**config.mk**
```make
export PLATFORM = sky130hd
export DESIGN_NAME = spad_stream_ctrl
export DESIGN_NICKNAME = d
export VERILOG_FILES = /design/src/rtl/spad_stream_ctrl.sv
export SDC_FILE = /design/constraint.sdc
export NUM_CORES = 1
export LEC_CHECK = 0
export CELL_PAD_IN_SITES_DETAIL_PLACEMENT = 1
export CELL_PAD_IN_SITES_GLOBAL_PLACEMENT = 1
export CORE_MARGIN = 2
export CORE_UTILIZATION = 35
export CTS_CLUSTER_SIZE = 12
export DETAILED_ROUTE_END_ITERATION = 10
export HOLD_SLACK_MARGIN = 0.15
export PLACE_DENSITY = 0.84
export SYNTH_ARGS = -nofsm -noshare
export SYNTH_HDL_FRONTEND = slang
export SYNTH_SLANG_ARGS = --single-unit
```
**constraint.sdc**
```tcl
create_clock -name clk -period 4.5 [get_ports clk]
set_input_delay 1.35 -clock clk [delete_from_list [all_inputs] [get_ports clk]]
set_output_delay 1.35 -clock clk [all_outputs]
set_load 0.02 [all_outputs]
```
**src/rtl/spad_stream_ctrl.sv**
```systemverilog
// Scratchpad stream sequencer: loads a region from an input stream, then replays it
// a programmable number of times through a 2-entry output FIFO.
module spad_stream_ctrl #(
    parameter int unsigned DATA_BITWIDTH = 16,
    parameter int unsigned ADDR_BITWIDTH = 9
) (
    input  logic                     clk,
    input  logic                     reset,
    input  logic                     cfg_start,
    input  logic [ADDR_BITWIDTH-1:0] cfg_base,
    input  logic [ADDR_BITWIDTH:0]   cfg_len,
    input  logic [7:0]               cfg_repeat,
    input  logic                     in_valid,
    input  logic [DATA_BITWIDTH-1:0] in_data,
    output logic                     in_ready,
    output logic                     out_valid,
    output logic [DATA_BITWIDTH-1:0] out_data,
    input  logic                     out_ready,
    output logic                     busy,
    output logic                     done,
    output logic                     spad_read_request,
    output logic [ADDR_BITWIDTH-1:0] spad_read_addr,
    output logic                     spad_write_enable,
    output logic [ADDR_BITWIDTH-1:0] spad_write_addr,
    output logic [DATA_BITWIDTH-1:0] spad_write_data,
    input  logic [DATA_BITWIDTH-1:0] spad_read_data
);

    localparam int unsigned D = DATA_BITWIDTH;
    localparam int unsigned A = ADDR_BITWIDTH;
    localparam int unsigned L = ADDR_BITWIDTH + 1;

    typedef enum logic [1:0] {
        S_IDLE = 2'd0,
        S_LOAD = 2'd1,
        S_READ = 2'd2,
        S_FIN  = 2'd3
    } state_t;

    state_t              state_q, state_d;
    logic [A-1:0]        base_q, base_d;
    logic [L-1:0]        len_q, len_d;
    logic [7:0]          rep_q, rep_d;
    logic [L-1:0]        wr_cnt_q, wr_cnt_d;
    logic [L-1:0]        rd_idx_q, rd_idx_d;
    logic [7:0]          pass_q, pass_d;
    logic                rdone_q, rdone_d;
    logic                infl_q, infl_d;
    logic [1:0][D-1:0]   fifo_q, fifo_d;
    logic                wr_ptr_q, wr_ptr_d;
    logic                rd_ptr_q, rd_ptr_d;
    logic [1:0]          cnt_q, cnt_d;

    logic                pop;
    logic [2:0]          occ;
    logic                wr_hs;

    // Output FIFO: a word lands here the cycle after its read was issued.
    always_comb begin
        fifo_d    = fifo_q;
        wr_ptr_d  = wr_ptr_q;
        rd_ptr_d  = rd_ptr_q;
        out_valid = (cnt_q != 2'd0);
        out_data  = fifo_q[rd_ptr_q];
        pop       = out_valid & out_ready;
        if (infl_q) begin
            fifo_d[wr_ptr_q] = spad_read_data;
            wr_ptr_d         = ~wr_ptr_q;
        end
        if (pop) begin
            rd_ptr_d = ~rd_ptr_q;
        end
        cnt_d = 2'(cnt_q + 2'(infl_q) - 2'(pop));
        occ   = 3'(cnt_q) + 3'(infl_q) - 3'(pop);
    end

    // Sequencer next-state and strobes.
    always_comb begin
        state_d           = state_q;
        base_d            = base_q;
        len_d             = len_q;
        rep_d             = rep_q;
        wr_cnt_d          = wr_cnt_q;
        rd_idx_d          = rd_idx_q;
        pass_d            = pass_q;
        rdone_d           = rdone_q;
        in_ready          = 1'b0;
        wr_hs             = 1'b0;
        spad_write_enable = 1'b0;
        spad_write_addr   = '0;
        spad_write_data   = '0;
        spad_read_request = 1'b0;
        spad_read_addr    = '0;
        done              = 1'b0;
        busy              = (state_q != S_IDLE);

        unique case (state_q)
            S_IDLE: begin
                if (cfg_start) begin
                    base_d   = cfg_base;
                    len_d    = cfg_len;
                    rep_d    = cfg_repeat;
                    wr_cnt_d = '0;
                    rd_idx_d = '0;
                    pass_d   = '0;
                    rdone_d  = 1'b0;
                    state_d  = (cfg_len != '0) ? S_LOAD : S_FIN;
                end
            end
            S_LOAD: begin
                in_ready = (wr_cnt_q < len_q);
                wr_hs    = in_valid & in_ready;
                if (wr_hs) begin
                    spad_write_enable = 1'b1;
                    spad_write_addr   = A'(base_q + A'(wr_cnt_q));
                    spad_write_data   = in_data;
                    wr_cnt_d          = L'(wr_cnt_q + L'(1));
                    if (wr_cnt_q == L'(len_q - L'(1))) begin
                        state_d = (rep_q != 8'd0) ? S_READ : S_FIN;
                    end
                end
            end
            S_READ: begin
                // Issue only if the word can never overflow the 2-entry FIFO.
                if (!rdone_q && (occ < 3'd2)) begin
                    spad_read_request = 1'b1;
                    spad_read_addr    = A'(base_q + A'(rd_idx_q));
                    if (rd_idx_q == L'(len_q - L'(1))) begin
                        rd_idx_d = '0;
                        pass_d   = 8'(pass_q + 8'd1);
                        if (pass_q == 8'(rep_q - 8'd1)) begin
                            rdone_d = 1'b1;
                        end
                    end else begin
                        rd_idx_d = L'(rd_idx_q + L'(1));
                    end
                end
                if (rdone_q && (cnt_q == 2'd0) && !infl_q) begin
                    state_d = S_FIN;
                end
            end
            S_FIN: begin
                done    = 1'b1;
                state_d = S_IDLE;
            end
            default: state_d = S_IDLE;
        endcase

        infl_d = spad_read_request;
    end

    // State and datapath registers; reset also drops any in-flight read.
    always_ff @(posedge clk) begin
        if (reset) begin
            state_q  <= S_IDLE;
            base_q   <= '0;
            len_q    <= '0;
            rep_q    <= '0;
            wr_cnt_q <= '0;
            rd_idx_q <= '0;
            pass_q   <= '0;
            rdone_q  <= 1'b0;
            infl_q   <= 1'b0;
            fifo_q   <= '0;
            wr_ptr_q <= 1'b0;
            rd_ptr_q <= 1'b0;
            cnt_q    <= '0;
        end else begin
            state_q  <= state_d;
            base_q   <= base_d;
            len_q    <= len_d;
            rep_q    <= rep_d;
            wr_cnt_q <= wr_cnt_d;
            rd_idx_q <= rd_idx_d;
            pass_q   <= pass_d;
            rdone_q  <= rdone_d;
            infl_q   <= infl_d;
            fifo_q   <= fifo_d;
            wr_ptr_q <= wr_ptr_d;
            rd_ptr_q <= rd_ptr_d;
            cnt_q    <= cnt_d;
        end
    end

endmodule

```
Word-level counts from Yosys, hierarchy flattened. Cells that the tools add are included.

Add/subtract/negate cells: 11. $lt $le $gt $ge: 5. Eq/ne operators: 13. Muxes and demuxes: 39. Bitwise logic cells: 4. Reductions and logical operators: 20.

Operator list (count): 16-bit 2-to-1 mux (5); 10-bit 2-to-1 mux (4); 10-bit one-hot mux with 2 select lines (2); 9-bit 2-to-1 mux (4); 32-bit bitwise mux (1); 8-bit 2-to-1 mux (3); 10-bit by 1-bit adder with 10-bit output, second input constant (2); 10-bit equality test (2); 9-bit adder (2); 16-bit demux with 1-bit select (1); 8-bit one-hot mux with 2 select lines (1); 2-bit inequality test, second input constant (7); 1-bit 2-to-1 mux (11); 10-bit < comparator (1); 2-bit 2-to-1 mux (5); 10-bit nonzero test (1); 10-bit by 1-bit subtractor with 10-bit output, second input constant (1); 8-bit by 1-bit adder with 8-bit output, second input constant (1); 8-bit equality test (1); 2-bit one-hot mux with 4 select lines (1); 4-bit AND reduction (2); 2-bit nonzero test (4); 8-bit nonzero test (1); 8-bit by 1-bit subtractor with 8-bit output, second input constant (1); other kinds (18) (28).

Register bits: 95. Input bits: 64. Word-level logic and storage cells: 106.

Depth between registers and ports, before layout. Gate-level depths: netlist of the first run.

Depth in word-level cells: 7. Depth in mapped cells: 15.

Least setup slack after synthesis of the first run. Ideal clock, no wire load.

Path kind: input to output. Start point: in out_ready. End point: out spad_read_addr[7]. Arrival: 3.449 ns. Data required time: 3.150 ns. Slack: -0.299 ns. Stages: 10. Path through: and2_1 ha_1 inv_1 ha_1 fa_1 nor2_1 nand3_1 inv_1 nand2_1 mux2i_1.

Word-level cells in the longest chain between the ends: 6.

RTL lines: start: declaration (RTL line 18) `input logic out_ready,`; 1-bit AND (RTL line 65) `pop = out_valid & out_ready;`; 3-bit by 1-bit subtractor with 3-bit output (RTL line 74) `occ = 3'(cnt_q) + 3'(infl_q) - 3'(pop);`; 3-bit by 2-bit < comparator with 1-bit output (RTL line 125) `if (!rdone_q && (occ < 3'd2)) begin`; 1-bit logical AND (RTL line 125); 9-bit 2-to-1 mux (RTL line 125); 9-bit 2-to-1 mux (RTL line 97) `unique case (state_q)`; end: declaration (RTL line 22) `output logic [ADDR_BITWIDTH-1:0] spad_read_addr,`.

Every way passes these cells.

Worst setup path after layout of the first run.
Start point: in out_ready. End point: out spad_read_addr[2].

Word-level cells in the longest chain between the ends: 6.

RTL lines: 1-bit AND (RTL line 65); named net pop (RTL line 54) `logic pop;`; 3-bit by 1-bit subtractor with 3-bit output (RTL line 74); 3-bit by 2-bit < comparator with 1-bit output (RTL line 125); 1-bit logical AND (RTL line 125); 9-bit 2-to-1 mux (RTL line 125); 9-bit 2-to-1 mux (RTL line 97).

The timed path passes the listed nets, and every way through them passes these cells.

==> metrics.md, run 1 <==
| Metric | Value |
|---|---|
| Compound-Gate Fraction of Synth Area | 0.1534 |
| Worst Setup SP | out_ready |
| First-pass GRT wire length | around 30000 µm |
| Leak | 3.346 nW |
| Hold buffer count at CTS | 0 |
| Die X | around 130 µm |
| Crit end category | output port |
| Max-cap violations | 0 |
| Reg clk slew, reported paths | about 0.07 ns |
| Min cycle time layout | about 4.6 ns |
| Pin count of the biggest net entering global routing | 43 |
| Vias per std cell | between 5 and 6 |
| Arr. time, crit path | about 3.3 ns |
| Worst-skew pair later-pin latency | 0.35 ns |
| CP Capture Point | spad_read_addr[2] |
| Reg2reg path depth | 16 |
| Initial cell density of the core | 0.3575 |
| Crit-path max cell delay | roughly 0.47 ns |
| Worst EP required | 3.15 ns |
| Io pins | 120 |
| Post-DP HPWL | approximately 14000 µm |
| GR Overflow Total | 0 |
| R2R setup slack | around 0.8 ns |
| Routed WL per cell | approximately 17 µm |
| Detail Route Antenna Nets | 0 |
| Power, Total | roughly 3.6 mW |
| Max-slew violations | 0 |
| Cell variety after synth | 60 |
| Vias in the first global route | 6108 |
| Row count | between 40 and 50 |
| CP Max Fanout | 6 |
| Dominant synthesized flop cell | dfxtp_1 |
| Syn-to-layout area delta | 33.14% |
| Post-synth EDFFs | 0 |
| CTS sink cnt | 95 |
| GP Congestion | between 0.8 and 0.9 |
| Peak VDD IR | between 0.0002 and 0.00025 V |
| Place WS | -0.9900 ns |
| Final setup violation count | 9 |
| DR DRC count | 0 |
| Die ar. | about 18000 µm² |
| Root buf cell | clkbuf_16 |
| Layout Nets | about 980 |
| Post-synthesis xor/xnor area fraction | 0.09645 |
| Antenna cells | 0 |
| Adder-Cell Fraction of Synth Area | 0.08822 |
| Post-Synth Simple-Gate Area | 0.2440 |
| CP Buf/Inv Count | 4 |
| Worst r2r src | cnt_q[1] |
| Yosys reg bits | 95 |
| PD cells | 456.3 nW/µm² |
| H-tree depth | 3 |
| WS Path Type | input pin to output port |
| Drt initial violations | 224 |
| Largest family of logic cells by synthesized area | simple AND/OR/NAND/NOR gates |
| Slowest-stage cell, CP | fa_1 |
| Delay-heaviest family, CP | adder cells |
| Die Y | around 130 µm |
| Cts bufs inserted | 9 |
| Port-buffer cells | 119 |
| Syn avg cell area | around 7.8 µm² |
| DR pass1 iterations | 4 |
| Actual slew at the worst max-slew pin | 1.068 ns |
| Mux cell area share after synthesis | 0.04263 |
| Failing checks | setup timing |
| CTS max path bufs | 2 |
| Status | finished, violations left |
| Initial antenna violation count | 0 |
| RSZ-0062 raised after global routing | yes |
| Storage element area | ~1900 µm² |
| Post-Syn Instances | approximately 760 |
| Crit start category | input pin |
| CTS tree | yes |
| Post-synthesis net count | ~860 |
| Gr usage total | 0.2165 |
| Fin crit share | 1.032 |
| HP Class | flip-flop to flip-flop |
| Setup TNS Final | -0.5335 ns |
| Setup WS post-layout | -0.1437 ns |
| Rel. slew slack | 0.2861 |
| Peak Freq | 0.2153 GHz |
| Layout fillers | roughly 2000 |
| Worst R2R End | pass_q[6] |
| CORE AREA | 16580 µm² |
| Post-route clock skew | approximately 0.0048 ns |
| Post-synth ARST share | 0 |
| Stages on worst setup path | 11 |
| Cells along the critical path | buf_6, and2_4, ha_4, inv_2, ha_4, fa_1, nor2_2, nand3_4, buf_6, nor2_1, buf_4 |
| Post-synthesis sequential area ratio | 0.3208 |
| Detailed Route WL | roughly 19000 µm |
| Hold Vio Cnt, Final | 0 |
| Netlist Area Pre-Place | between 5000 and 6000 µm² |
| YS warnings | 0 |
| Share of cells above drive strength 1 | 0.1195 |
| Multi-input gate area | approximately 3800 µm² |
| Via count | 5863 |
==> timing repair <==
action | 4_1_cts | 5_1_grt
setup endpoints to repair | 36 | 18
setup buffers | 2 | 0
gates resized for setup | 102 | 15
cloned | 0 | 0
pin swaps | 8 | 2
hold endpoints to repair | 0 | 0
==> metrics by stage <==
| step | util | std cells | hold WS (ns) | instance area (µm²) |
|---|---|---|---|---|
| 6_report | 0.4759 | 1099 | 0.4532 | 7893 |
| 5_1_grt | 0.4759 | 1099 | 0.4784 | 7893 |
| 4_1_cts | 0.4732 | 1099 | 0.4573 | 7848 |
| 3_5_place_dp | 0.4485 | 1081 | 0.4471 | 7437 |
| 3_3_place_gp | 0.4485 | 1081 | 0.4383 | 7437 |
| 2_1_floorplan | - | 757 | 0.4329 | 5961 |
==> where the power goes <==
group | internal, mW | switching [mW] | total (mW) | leakage, nW
sequential | 0.933 | 0.129 | 1.06 | 0.770
clock | 0.466 | 0.353 | 0.819 | 0.157
combinational | 0.719 | 1.00 | 1.72 | 2.42
==> cell families (layout without fill, tap and decap cells) <==
kind of cell	after synthesis	count (layout)
AOI/OAI and AO/OA	154	154
xor gates and xnor gates	59	59
adders and majority gates	40	40
buffers and inverters	77	199
DFF	95	95
muxes	23	23
and+or+nand+nor	309	309
==> cell usage in the layout (no fill, tap or decap), types with 6 or more instances in the layout <==
cell type | netlist | final
nand2_1 | 148 | 145
dfxtp_1 | 95 | 95
a21oi_1 | 89 | 89
clkdlybuf4s50_1 | 0 | 81
nor2_1 | 48 | 43
ha_1 | 37 | 35
inv_1 | 34 | 32
buf_4 | 0 | 29
xnor2_1 | 27 | 27
xor2_1 | 28 | 27
and3_1 | 24 | 24
o21ai_0 | 19 | 19
mux2_2 | 18 | 18
dlygate4sd2_1 | 0 | 18
nand3_1 | 17 | 16
nand4_1 | 11 | 11
buf_6 | 4 | 11
a21o_1 | 10 | 10
nor4_1 | 10 | 10
or3_1 | 9 | 9
clkbuf_16 | 0 | 9
dlymetal6s2s_1 | 0 | 8
a211oi_1 | 6 | 6
nand2b_1 | 8 | 6
o21bai_1 | 6 | 6
==> state kept, by name, indices dropped and copies added (netlist names) <==
register / cells
state_q: 2
base_q: 9
wr_ptr_q: 1
cnt_q: 2
fifo_q: 32
rd_idx_q: 10
wr_cnt_q: 10
len_q: 10
rdone_q: 1
infl_q: 1
rep_q: 8
rd_ptr_q: 1
pass_q: 8
==> worst min-delay path by stage <==
stage / startpoint / cells past startpoint / slack [ns] / endpoint
after global placement: fifo_q[29] / 2 / 0.44 / fifo_q[29]
after global routing: fifo_q[24] / 2 / 0.48 / fifo_q[24]
after CTS: fifo_q[21] / 2 / 0.46 / fifo_q[21]
after floorplan: fifo_q[16] / 2 / 0.43 / fifo_q[16]
final: fifo_q[21] / 2 / 0.45 / fifo_q[21]
after detailed placement: fifo_q[21] / 2 / 0.45 / fifo_q[21]
==> area by class of cell <==
cell class                 instances  area share
sequential                        95      0.2410
timing repair buffer             149      0.1799
clock buffer                      11     0.03202
multi-input combinational        585      0.4873
inverter                          34     0.01712
clock inverter                     5    0.007768
tap                              220     0.03488
==> metal layers <==
metal	global-route usage	routed length (µm)	up-vias
li1	-	-	2832
met4	0.1018	716	0
met1	0.2594	7962	2852
met3	0.03439	868	44
met5	0	0	-
met2	0.3795	9601	135
==> Yosys cell counts, drive strengths merged, types with 4 or more instances <==
| cell | n | area, µm² |
|---|---|---|
| nor4 | 10 | 62.56 |
| nand3b | 4 | 30.03 |
| o21bai | 6 | 45.04 |
| xor2 | 28 | 245.2 |
| nand4 | 11 | 68.82 |
| o21ai | 20 | 100.1 |
| and2 | 7 | 43.79 |
| a31oi | 4 | 25.02 |
| mux2i | 5 | 50.05 |
| xnor2 | 27 | 236.5 |
| a21o | 10 | 75.07 |
| and3 | 24 | 150.1 |
| a21oi | 89 | 445.4 |
| nor2 | 48 | 180.2 |
| xnor3 | 4 | 90.09 |
| nand2b | 8 | 50.05 |
| ha | 37 | 462.9 |
| or3 | 10 | 63.81 |
| a211oi | 6 | 45.04 |
| inv | 34 | 127.6 |
| nand3 | 17 | 85.08 |
| nor3 | 5 | 25.02 |
| nand2 | 148 | 555.5 |
| mux2 | 18 | 202.7 |
| buf | 8 | 62.56 |
| nor2b | 4 | 25.02 |
| clkbuf | 35 | 132.6 |
| dfxtp | 95 | 1902 |
==> worst register-to-register path: stages (launching register included) <==
cell	delay, ns
dfxtp_1	0.36
inv_1	0.12
nand2_1	0.11
and2_4	0.19
ha_4	0.26
inv_2	0.04
ha_4	0.15
fa_1	0.47
nor2_2	0.14
nand3_4	0.13
buf_6	0.19
buf_4	0.14
a211oi_1	0.22
nand4_1	0.16
o21a_2	0.31
or4_1	0.48
a21oi_1	0.15
Note: power is estimated with default switching activity, not from simulation.
==> run 2, diff against run 1 <==
PLACE_DENSITY = 0.76   (was 0.84)
==> run 2 against run 1 <==
  * The flow still finishes with violations (setup timing)
  * Critical endpoint is now spad_read_addr[8]
  * Register-to-register slack better by 0.02 ns
  * Die area unchanged
  * Core utilization rose by 0.28 points
  * Clock-buffer cell count down 1
  * Largest power group unchanged
  * Largest cell class unchanged
==> metrics.md, run 2 (synthesis results as in run 1) <==
| Metric | Value |
|---|---|
| PD cells | 454.3 nW/µm² (-0.44%) |
| Routed WL per cell | 16.67 µm (-4.3%) |
| Via count | 5689 (-3.0%) |
| Peak VDD IR | 0.0002280 V (-7.0%) |
| Actual slew at the worst max-slew pin | 1.077 ns (+0.008676 ns) |
| Worst-skew pair later-pin latency | 0.35 ns (about the same) |
| CP Max Fanout | 7 (+1) |
| Status | finished, violations left |
| Crit start category | input pin |
| Cts bufs inserted | 9 (unchanged) |
| Antenna cells | 0 (unchanged) |
| Hold buffer count at CTS | 0 (unchanged) |
| Syn-to-layout area delta | 33.92% |
| DR pass1 iterations | 4 (unchanged) |
| Max-slew violations | 0 (unchanged) |
| Gr usage total | 0.2055 (-0.01098) |
| Io pins | 120 (unchanged) |
| Reg clk slew, reported paths | 0.08 ns (about the same) |
| Setup TNS Final | -0.5098 ns (+0.02368 ns) |
| Place WS | -1.036 ns (-0.04561 ns) |
| Initial cell density of the core | 0.3575 (unchanged) |
| Cells along the critical path | buf_6, and2_4, ha_4, inv_2, ha_4, fa_1, nor2_2, nand3_4, inv_8, nand2_4, mux2i_4, buf_6 |
| Layout Nets | 980 (+0.20%) |
| Die ar. | 17990 µm² (unchanged) |
| Setup WS post-layout | -0.1211 ns (+0.02263 ns) |
| CTS tree | yes |
| WS Path Type | input pin to output port |
| Post-route clock skew | 0.006999 ns (+0.002213 ns) |
| Peak Freq | 0.2164 GHz (+0.49%) |
| GR Overflow Total | 0 (unchanged) |
| Port-buffer cells | 119 (unchanged) |
| Crit-path max cell delay | 0.48 ns (about the same) |
| Die Y | 134.1 µm (unchanged) |
| Fin area | 7939 µm² (+0.59%) |
| DR DRC count | 0 (unchanged) |
| Pin count of the biggest net entering global routing | 34 (-21%) |
| Max-cap violations | 0 (unchanged) |
| Vias in the first global route | 5832 (-4.5%) |
| H-tree depth | 3 (unchanged) |
| Final setup violation count | 10 (+1) |
| Detailed Route WL | 18360 µm (-4.1%) |
| CTS max path bufs | 2 (unchanged) |
| Largest Register | fifo_q |
| CORE AREA | 16580 µm² (unchanged) |
| Min cycle time layout | 4.621 ns (-0.02263 ns) |
| Vias per std cell | 5.167 (-3.1%) |
| Arr. time, crit path | 3.27 ns (-0.02 ns) |
| Fin crit share | 1.027 (-0.005028) |
| CTS sink cnt | 95 (unchanged) |
| HP Class | flip-flop to flip-flop |
| Share of cells above drive strength 1 | 0.1203 (+0.0008639) |
| Hold Vio Cnt, Final | 0 (unchanged) |
| Leak | 3.440 nW (+2.8%) |
| Rel. slew slack | 0.2803 (-0.005798) |
| Commonest non-fill, non-tap cell in the layout | nand2_1 |
| Initial antenna violation count | 0 (unchanged) |
| Row count | 47 (unchanged) |
| Slowest-stage cell, CP | fa_1 |
| Detail Route Antenna Nets | 0 (unchanged) |
| Crit end category | output port |
| Dpl cell area | 7437 µm² (unchanged) |
| First-pass GRT wire length | 29700 µm (-3.6%) |
| Root buf cell | clkbuf_16 |
| Drt initial violations | 214 (-4.5%) |
| GP Congestion | 0.8644 (+1.4%) |
| Failing checks | setup timing |
| Number of flip-flops under the largest register name | 32 (unchanged) |
| Worst EP required | 3.15 ns (about the same) |
| Die X | 134.1 µm (unchanged) |
| RSZ-0062 raised after global routing | yes |
| Commonest cells after routing, fill and taps aside | 145 x nand2_1, 95 x dfxtp_1, 89 x a21oi_1, 81 x clkdlybuf4s50_1, 43 x nor2_1 |
| Post-DP HPWL | 13690 µm (-1.1%) |
[run 2: cell count changes in the layout (fill, tap and decap cells not counted), moves of 2 or more]
cell | previous run | this run
inv_8 | 1 | 3
dlymetal6s2s_1 | 8 | 15
dlygate4sd2_1 | 18 | 11
buf_4 | 29 | 32
[run 2: per-layer routing]
layer / share of wire / vias to the layer above / global-route usage
li1: - / 2835 / -
met1: 0.45 / 2717 / 0.2554
met2: 0.50 / 116 / 0.3627
met3: 0.037 / 21 / 0.04157
met4: 0.016 / 0 / 0.05497
met5: 0 / - / 0
[run 2: repair_timing]
action | 4_1_cts | 5_1_grt
buffers inserted | 2 | 2
endpoints found under the setup margin | 19 | 25
pin swaps | 8 | 3
resized for setup | 90 | 23
[run 2: critical path, delay by kind of cell]
family	cells	cell delay, ns
muxes	1	0.17
adders and majority gates	3	0.87
and+or+nand+nor	4	0.49
buffers and inverters	4	0.39
[run 2: cell type report]
| class | count | area, µm² |
|---|---|---|
| clock inverter | 6 | 78.83 |
| fill | 2006 | 8645 |
| multi-input combinational | 585 | 3846 |
| tap | 220 | 275.3 |
| inverter | 34 | 135.1 |
| clock buffer | 10 | 239.0 |
| sequential | 95 | 1902 |
| timing repair buffer | 151 | 1463 |
[run 2: report_power, final]
group          switching [mW]  internal [mW]
logic                   0.990          0.732
registers               0.124          0.932
clock network           0.367          0.461
[run 2: stage by stage]
stage	power [mW]	std cells	utilization	hold slack, ns
5_1_grt	3.854	1101	0.4787	0.4771
3_3_place_gp	2.653	1081	0.4485	0.4404
3_5_place_dp	2.684	1081	0.4485	0.4465
6_report	3.606	1101	0.4787	0.4559
4_1_cts	3.598	1099	0.4734	0.4575
2_1_floorplan	2.087	757	-	0.4329
[run 2: final timing paths]
path               from                 to  slack [ns]  cells after the start
min reg2reg  fifo_q[11]         fifo_q[11]        0.46                      2
max           out_ready  spad_read_addr[8]       -0.12                     12
max reg2reg    cnt_q[1]          pass_q[6]        0.84                     16
min          fifo_q[11]         fifo_q[11]        0.46                      2
==> run 3, diff against run 2 <==
CAP_MARGIN = 0   (was default)
GPL_ROUTABILITY_DRIVEN = 0   (was default)
REMOVE_ABC_BUFFERS = 1   (was default)
==> run 3 against run 2 <==
  * The flow still finishes with violations (setup timing)
  * Wire length fell by 3.5%
  * Global-route usage fell by 0.41 points
  * Final area fell by 1.0%
  * Core utilization fell by 0.49 points
  * Total power fell by 3.3%
  * Clock-buffer cell count fell by 1
  * Worst hold slack got worse by 0.0018 ns
  * Register-to-register slack got worse by 0.03 ns
  * Clock power fell by 7.0%
  * Maximum frequency rose by 1.4%
  * Critical path type unchanged
  * Highest routed layer unchanged
==> metrics.md, run 3 (synthesis results as in run 1) <==
| Metric | Value |
|---|---|
| Gr usage total | 0.2014 (-0.004123) |
| Net Switching | 1.451 mW (-2.1%) |
| Worst R2R End | pass_q[6] |
| Antenna cells | 0 (unchanged) |
| Die Y | 134.1 µm (unchanged) |
| Logic pwr share | 0.477 (about the same) |
| Largest Register | fifo_q |
| H-tree depth | 3 (unchanged) |
| Clk pwr share | 0.221 (-0.009) |
| Rel. slew slack | 0.2832 (+0.002868) |
| Detail Route Antenna Nets | 0 (unchanged) |
| Hold Vio Cnt, Final | 0 (unchanged) |
| Dpl cell area | 7390 µm² (-0.64%) |
| Actual slew at the worst max-slew pin | 1.073 ns (-0.004292 ns) |
| Post-Layout Cell Count | 1098 (-0.27%) |
| Worst r2r src | cnt_q[1] |
| Share of cells above drive strength 1 | 0.1128 (-0.007562) |
| Placed Instances | 1079 (-0.19%) |
| Die X | 134.1 µm (unchanged) |
| Stages on worst setup path | 12 (unchanged) |
| CTS sink cnt | 95 (unchanged) |
| Worst EP required | 3.15 ns (about the same) |
| HP Class | flip-flop to flip-flop |
| Reg clk slew, reported paths | 0.08 ns (about the same) |
| Fin area | 7858 µm² (-1.0%) |
| CP Buf/Inv Count | 5 (+1) |
| Peak VDD IR | 0.0002135 V (-6.4%) |
| Commonest cells after routing, fill and taps aside | 147 x nand2_1, 94 x dfxtp_1, 89 x a21oi_1, 81 x clkdlybuf4s50_1, 42 x nor2_1 |
| Post-route clock skew | 0.009045 ns (+0.002046 ns) |
| RSZ-0062 raised after global routing | yes |
| Via count | 5624 (-1.1%) |
| Fin crit share | 1.013 (-0.01395) |
| Slowest-stage cell, CP | fa_2 |
| Int Pwr | 2.038 mW (-4.1%) |
| Delay-heaviest family, CP | adder cells |
| Worst hold path stage count | 2 (unchanged) |
| Number of flip-flops under the largest register name | 32 (unchanged) |
| Syn-to-layout area delta | 32.55% |
| GR Overflow Total | 0 (unchanged) |
| Status | finished, violations left |
| Initial cell density of the core | 0.3575 (unchanged) |
| DR pass1 iterations | 4 (unchanged) |
| Min cycle time layout | 4.558 ns (-0.06279 ns) |
| Setup WS post-layout | -0.05830 ns (+0.06279 ns) |
| Reg2reg path depth | 17 (+1) |
| Io pins | 120 (unchanged) |
| Vias per std cell | 5.122 (-0.87%) |
| Leak | 3.495 nW (+1.6%) |
| Max-slew violations | 0 (unchanged) |
| Port-buffer cells | 119 (unchanged) |
| Crit-path max cell delay | 0.42 ns (-0.06 ns) |
| Commonest non-fill, non-tap cell in the layout | nand2_1 |
| R2R setup slack | 0.81 ns (-0.03 ns) |
| Pin count of the biggest net entering global routing | 36 (+5.9%) |
| Worst-skew pair later-pin latency | 0.35 ns (about the same) |
| DR DRC count | 0 (unchanged) |
| Drt initial violations | 280 (+31%) |
| Root buf cell | clkbuf_16 |
| Cts bufs inserted | 9 (unchanged) |
| Row count | 47 (unchanged) |
| Final setup violation count | 8 (-2) |
| Vias in the first global route | 5736 (-1.6%) |
| Crit end category | output port |
| Initial antenna violation count | 0 (unchanged) |
| First-pass GRT wire length | 28970 µm (-2.4%) |
| CTS tree | yes |
| Layout Nets | 977 (-0.31%) |
| Cells along the critical path | buf_6, and2_4, ha_4, inv_2, ha_4, fa_2, nor2_2, nand3_2, buf_4, buf_8, nor2_2, buf_4 |
| Peak Freq | 0.2194 GHz (+1.4%) |
| Arr. time, crit path | 3.21 ns (-0.06 ns) |
| Crit start category | input pin |
| Switching Fraction | 0.4158 (+0.005086) |
| Failing checks | setup timing |
| Reg power frac | 0.303 (+0.010) |
| Post-DP HPWL | 13330 µm (-2.6%) |
| Max-cap violations | 0 (unchanged) |
| CP Capture Point | spad_read_addr[4] |
| Routed WL per cell | 16.13 µm (-3.3%) |
| PD cells | 444.0 nW/µm² (-2.3%) |
| Die ar. | 17990 µm² (unchanged) |
| WHS | 0.4541 ns (-0.001806 ns) |
| CORE AREA | 16580 µm² (unchanged) |
| Worst Setup SP | out_ready |
| WS Path Type | input pin to output port |
| Place WS | -1.070 ns (-0.03430 ns) |
| CTS max path bufs | 2 (unchanged) |
| Detailed Route WL | 17710 µm (-3.5%) |
| CP Max Fanout | 6 (-1) |
## run 3: cell types whose count changed in the layout (fill, tap and decap cells not counted), sizes merged
cell           previous run  this run
buf                      43        40
clkdlybuf4s15             1         0
clkbuf                   10         9
bufinv                    1         0
dlygate4sd2              11         5
clkinv                    0         3
inv                      39        38
dlymetal6s2s             15        22
## run 3: metrics by stage
step | TNS [ns] | total power, mW | utilization
after floorplan | -0.8274 | 1.990 | -
after global placement | -10.42 | 2.634 | 0.4456
after detailed placement | -11.50 | 2.657 | 0.4456
after CTS | -0.7415 | 3.490 | 0.4678
after global routing | -0.9613 | 3.740 | 0.4738
final | -0.3379 | 3.489 | 0.4738
## run 3: worst min path at each step
stage                          start    endpoint  slack, ns
after global placement    fifo_q[22]  fifo_q[22]       0.44
final                     fifo_q[17]  fifo_q[17]       0.45
after floorplan           fifo_q[16]  fifo_q[16]       0.43
after detailed placement  fifo_q[14]  fifo_q[14]       0.45
after global routing       fifo_q[9]   fifo_q[9]       0.47
after CTS                 fifo_q[14]  fifo_q[14]       0.46
## run 3: power by group through the flow
stage	Combinational, mW	Clock [mW]	Sequential [mW]
after floorplan	0.949	0	1.04
after global placement	1.56	0	1.07
after detailed placement	1.58	0	1.08
after CTS	1.64	0.793	1.06
after global routing	1.84	0.822	1.08
final	1.66	0.770	1.06
## run 3: per-layer routing
| metal | vias up | wire [µm] | track usage |
|---|---|---|---|
| met5 | - | 0 | 0 |
| met4 | 0 | 319 | 0.06550 |
| met3 | 22 | 519 | 0.02646 |
| met2 | 82 | 8602 | 0.3442 |
| met1 | 2688 | 8265 | 0.2637 |
| li1 | 2832 | - | - |
## run 3: worst register-to-register path: stages, from the launching register on
cell and delay, ns:
dfxtp_1 0.35, inv_1 0.12, nand2_1 0.11, and2_4 0.19, ha_4 0.26, inv_2 0.04, ha_4 0.15, fa_2 0.42
nor2_2 0.11, nand3_2 0.14, buf_4 0.18, buf_8 0.13, buf_4 0.15, a211oi_1 0.20, nand4_1 0.16, o21a_2 0.31
or4_1 0.48, a21oi_1 0.15
## run 3: timing repair
action                                  in CTS  in global routing
pin swaps                                    9                  4
buffers inserted                             1                  2
resized for setup                           76                 30
hold buffers                                 0                  0
endpoints found under the setup margin      14                 35
gates cloned                                 0                  0
## run 3: cell type report
type                            count  area [µm²]
Inverter                           34       127.6
Fill cell                        2051        8726
Timing Repair Buffer              148        1461
Multi-Input combinational cell    585        3791
Clock buffer                        9       225.2
Sequential cell                    95        1903
Tap cell                          220       275.3
Clock inverter                      7       73.82
